### config.mk
export PLATFORM = sky130hd
export DESIGN_NAME = vram_arbiter
export DESIGN_NICKNAME = d
export VERILOG_FILES = /design/src/rtl/vram_arbiter.sv
export SDC_FILE = /design/constraint.sdc
export NUM_CORES = 1
export LEC_CHECK = 0
export ABC_AREA = 0
export CORE_ASPECT_RATIO = 0.9
export CORE_MARGIN = 1
export CORE_UTILIZATION = 30
export DETAILED_ROUTE_END_ITERATION = 7
export HOLD_SLACK_MARGIN = 0.05
export PLACE_DENSITY = 0.9
export RECOVER_POWER = 50
export SETUP_SLACK_MARGIN = 0.05
export SYNTH_ARGS = -nofsm -noshare
export SYNTH_HDL_FRONTEND = slang
export SYNTH_SLANG_ARGS = --single-unit
### constraint.sdc
create_clock -name clk -period 2.7 [get_ports clk]
set_input_delay 0.27 -clock clk [delete_from_list [all_inputs] [get_ports clk]]
set_output_delay 0.27 -clock clk [all_outputs]
set_load 0.01 [all_outputs]
### src/rtl/vram_arbiter.sv
// Three-channel VRAM arbiter: fixed priority ch0 > ch1 > ch2 with starvation
// escalation for ch1/ch2, byte writes, word reads returned one cycle after issue.
module vram_arbiter #(
    parameter int unsigned STARVE1 = 4,
    parameter int unsigned STARVE2 = 8
) (
    input  logic        clk,
    input  logic        rst,

    input  logic        ch0_req,
    input  logic [16:0] ch0_addr,
    input  logic        ch0_write,
    input  logic [7:0]  ch0_wrdata,
    output logic        ch0_ack,
    output logic        ch0_rdvalid,

    input  logic        ch1_req,
    input  logic [16:0] ch1_addr,
    input  logic        ch1_write,
    input  logic [7:0]  ch1_wrdata,
    output logic        ch1_ack,
    output logic        ch1_rdvalid,

    input  logic        ch2_req,
    input  logic [16:0] ch2_addr,
    input  logic        ch2_write,
    input  logic [7:0]  ch2_wrdata,
    output logic        ch2_ack,
    output logic        ch2_rdvalid,

    output logic [14:0] ram_addr,
    output logic [3:0]  ram_wrbytesel,
    output logic [31:0] ram_wrdata,
    output logic        ram_write,
    input  logic [31:0] ram_rddata
);

    localparam int unsigned CW1 = (STARVE1 < 1) ? 1 : $clog2(STARVE1 + 1);
    localparam int unsigned CW2 = (STARVE2 < 1) ? 1 : $clog2(STARVE2 + 1);
    localparam logic [CW1-1:0] LIM1 = CW1'(STARVE1);
    localparam logic [CW2-1:0] LIM2 = CW2'(STARVE2);

    logic [CW1-1:0] cnt1_q, cnt1_d;
    logic [CW2-1:0] cnt2_q, cnt2_d;
    logic [2:0]     gnt;
    logic [2:0]     rd_q, rd_d;
    logic [14:0]    last_addr_q;

    logic [16:0]    sel_addr;
    logic           sel_write;
    logic [7:0]     sel_wrdata;
    logic           any_gnt;
    logic           wr_issue;

    // Read data is returned by the RAM directly to the requesters.
    logic unused_rddata;
    assign unused_rddata = ^ram_rddata;

    // Starved channels preempt fixed priority; ch1 wins a joint starvation.
    always_comb begin
        gnt = 3'b000;
        if (!rst) begin
            if (ch1_req && cnt1_q == LIM1) begin
                gnt = 3'b010;
            end else if (ch2_req && cnt2_q == LIM2) begin
                gnt = 3'b100;
            end else if (ch0_req) begin
                gnt = 3'b001;
            end else if (ch1_req) begin
                gnt = 3'b010;
            end else if (ch2_req) begin
                gnt = 3'b100;
            end
        end
    end

    always_comb begin
        sel_addr   = 17'd0;
        sel_write  = 1'b0;
        sel_wrdata = 8'd0;
        if (gnt[0]) begin
            sel_addr   = ch0_addr;
            sel_write  = ch0_write;
            sel_wrdata = ch0_wrdata;
        end else if (gnt[1]) begin
            sel_addr   = ch1_addr;
            sel_write  = ch1_write;
            sel_wrdata = ch1_wrdata;
        end else if (gnt[2]) begin
            sel_addr   = ch2_addr;
            sel_write  = ch2_write;
            sel_wrdata = ch2_wrdata;
        end
    end

    assign any_gnt  = |gnt;
    assign wr_issue = any_gnt & sel_write;

    always_comb begin
        rd_d[0] = gnt[0] & ~ch0_write;
        rd_d[1] = gnt[1] & ~ch1_write;
        rd_d[2] = gnt[2] & ~ch2_write;
    end

    // A dropped request clears its counter just like a grant does.
    always_comb begin
        cnt1_d = cnt1_q;
        if (!ch1_req || gnt[1]) begin
            cnt1_d = '0;
        end else if (cnt1_q != LIM1) begin
            cnt1_d = cnt1_q + CW1'(1);
        end
        cnt2_d = cnt2_q;
        if (!ch2_req || gnt[2]) begin
            cnt2_d = '0;
        end else if (cnt2_q != LIM2) begin
            cnt2_d = cnt2_q + CW2'(1);
        end
    end

    always_ff @(posedge clk) begin
        if (rst) begin
            cnt1_q      <= '0;
            cnt2_q      <= '0;
            rd_q        <= 3'b000;
            last_addr_q <= 15'd0;
        end else begin
            cnt1_q <= cnt1_d;
            cnt2_q <= cnt2_d;
            rd_q   <= rd_d;
            if (any_gnt) begin
                last_addr_q <= sel_addr[16:2];
            end
        end
    end

    assign ch0_ack = gnt[0];
    assign ch1_ack = gnt[1];
    assign ch2_ack = gnt[2];

    // Gating with rst squashes a read return that lands in a reset cycle.
    assign ch0_rdvalid = rd_q[0] & ~rst;
    assign ch1_rdvalid = rd_q[1] & ~rst;
    assign ch2_rdvalid = rd_q[2] & ~rst;

    assign ram_addr      = rst ? 15'd0 : (any_gnt ? sel_addr[16:2] : last_addr_q);
    assign ram_write     = wr_issue;
    assign ram_wrbytesel = wr_issue ? (4'b0001 << sel_addr[1:0]) : 4'b0000;
    assign ram_wrdata    = wr_issue ? {4{sel_wrdata}} : 32'd0;

endmodule

==> flow_summary.json <==
{
  "outcome": "finished, final reports clean",
  "setup_viol": 0,
  "synth-edff-count": 0,
  "layout-area-overhead-vs-synth_pct": 109,
  "power.static_leakage_nw": 1.49,
  "number_of_antenna_violations_at_the_first_check_in_global_routing": 0,
  "die-area_um2": 6040,
  "start_point_of_the_critical_path": "ch1_req",
  "rsz_0062_raised_after_global_routing": "yes",
  "die_y_extent_um": 73.8,
  "cts_tree": "built",
  "finalMaxSlewViolations": 0,
  "cts_htree_levels": 1,
  "netlist-cell-type-count": 41,
  "design.final.nets": 477,
  "start_kind": "primary input",
  "post-route-period-util": 0.976,
  "grt_first_pass_wirelength_um": 9600,
  "vdd.ir_drop.worst_v": 0.000325,
  "required_time_of_the_critical_path_ps": 2430,
  "setup_total_negative_slack_ps": 0,
  "synthTopCellsByArea": "dfxtp_1, buf_4, a222oi_1",
  "hold_viol_final": 0,
  "post_synth_instance_area_um2": 1720,
  "routed_wirelength_um": 6840,
  "cts_hold_buf": 0,
  "viasPerCell": 5.02,
  "report.power.total_w": 0.00110,
  "clockRootBuffer": "clkbuf_8",
  "globalplace.congestion": 0.792,
  "placement.io_buffers": 140,
  "ys.flop_type": "dfxtp_1",
  "grt_max_degree": 17,
  "cts-buffers-inserted": 3,
  "clk_path_buf_depth": 2,
  "synth.yosys.warnings": 0,
  "final.setup.worst_slack_ps": 64.9,
  "crit-reg2reg-launch": "cnt1_q[0]",
  "synth_sequential_area_ratio": 0.291,
  "clk_pin_slew_ps": 90,
  "drt_pre_antenna_iters": 5,
  "route.antenna.remaining_nets": 0,
  "grt.overflow.total": 0,
  "path_class": "primary input to output port",
  "worst_min_path_start": "cnt1_q[0]",
  "async_flop_share": 0,
  "num_antenna_cells": 0,
  "synth_seq_cells": 25,
  "timing.max_cap.violations": 0,
  "fillers": 432,
  "floorplan.io_pins": 173,
  "grt_use_total": 0.209,
  "p_per_area_nw_per_um2": 307,
  "critical_path.endpoint_type": "output port",
  "fmax_mhz": 379,
  "synth.top_cell.area_share": 0.291,
  "hp-class": "flop to flop",
  "syn-num-nets": 314,
  "post-place-ws_ps": -329,
  "final_layout_size_suffix_gt1_frac": 0.406,
  "crit_arrival_ps": 2370,
  "timing.slew.headroom": 0.661,
  "tightestPinTransition_ps": 508,
  "drc": 0,
  "synthTopCellsByCount": "buf_4, dfxtp_1, nor2_1",
  "avgSynthCellArea_um2": 8.82,
  "path_max_fanout": 14,
  "initialDrtViolationCount": 136,
  "worst_skew_pair.late_latency_ps": 270,
  "detailedPlacementHpwl_um": 4590,
  "timing.final.crit_period_ps": 2640,
  "synth_area_leader_cell": "dfxtp_1",
  "clock_sinks": 25,
  "grt_pass1_vias": 2029,
  "per_cell_routed_wire_length_um": 16.1,
  "initial_utilization": 0.320,
  "fp-row-count": 25,
  "synthesis.instances": 195,
  "fp.coreArea_um2": 5380,
  "die_w_um": 81.8,
  "num_vias": 2128,
  "skew_ps": 4.71
}
[layout by cell type, fill, tap and decap left out, types with 4 or more instances in the layout]
cell             count
clkdlybuf4s50_1     85
a211oi_4             4
inv_2                5
inv_1                4
clkbuf_2             9
nand2_1             10
a21oi_2              4
nor2b_1              5
clkdlybuf4s15_1     11
a222oi_1            14
a22oi_1              9
buf_4               35
buf_2               19
nor2_1              21
dfxtp_1             22
buf_6               19
nor2_2               4
a211oi_2             9
[worst max-delay path, stage by stage]
cell	delay, ps
clkdlybuf4s50_1	560
inv_1	130
o41ai_4	330
buf_4	190
a211o_4	160
buf_12	160
nor2_2	50
a311oi_4	290
buf_2	190
[flip-flops by register name, summed over array words and instances, names as in the netlist]
name / flops
last_addr_q: 15
cnt2_q: 4
cnt1_q: 3
rd_q: 3
[power by group]
part           switching (W)  leakage, nW  internal [W]  total (W)
clock               0.000126       0.0255      0.000103   0.000229
combinational       0.000195         1.25      0.000279   0.000474
sequential        0.00000781        0.207      0.000392   0.000400
total               0.000329         1.49      0.000774    0.00110
[metal layers]
metal	global-route usage	part of all wire
met1	0.241	0.40
met3	0.0435	0.075
met2	0.398	0.52
met4	0.0292	0.0053
met5	0	0
[per-stage QoR]
stage                     instance area (um^2)  instances  utilization  hold WS (ps)
after floorplan                           1720        195            -           342
after global placement                    3170        391        0.590           484
after detailed placement                  3170        391        0.590           490
after CTS                                 3490        419        0.649           508
after global routing                      3590        424        0.668           549
final                                     3590        424        0.668           519
[worst paths after layout]
kind	end	slack [ps]	cells past startpoint
setup / recovery	ram_addr[13]	60	9
hold / removal	cnt1_q[0]	520	2
setup reg to reg	last_addr_q[0]	210	15
hold reg to reg	cnt1_q[0]	520	2
[cell families after synthesis]
logic type      Yosys count  synth area share
mux                       1           0.00582
simple gates             59             0.176
compound gates           55             0.303
xor+xnor                  4            0.0204
flops                    25             0.291
buf+inv                  47             0.175
fa+ha+maj                 4            0.0291
[repair_timing]
action / 4_1_cts / 5_1_grt
cloned: 4 / 1
buffers inserted: 21 / 5
pin swaps: 15 / 23
endpoints found under the setup margin: 52 / 54
resized for setup: 159 / 79
[area by class of cell]
cell class	count	area, um^2	share of cell area
flip-flops and latches	25	504	0.140
inverters	10	42.5	0.0118
multi-input cells	124	1110	0.309
clock buffers	3	41.3	0.0115
clock inverters	1	5.00	0.00139
well taps	67	83.8	0.0233
repair buffers	194	1810	0.503
Note: power is estimated with default switching activity, not from simulation.
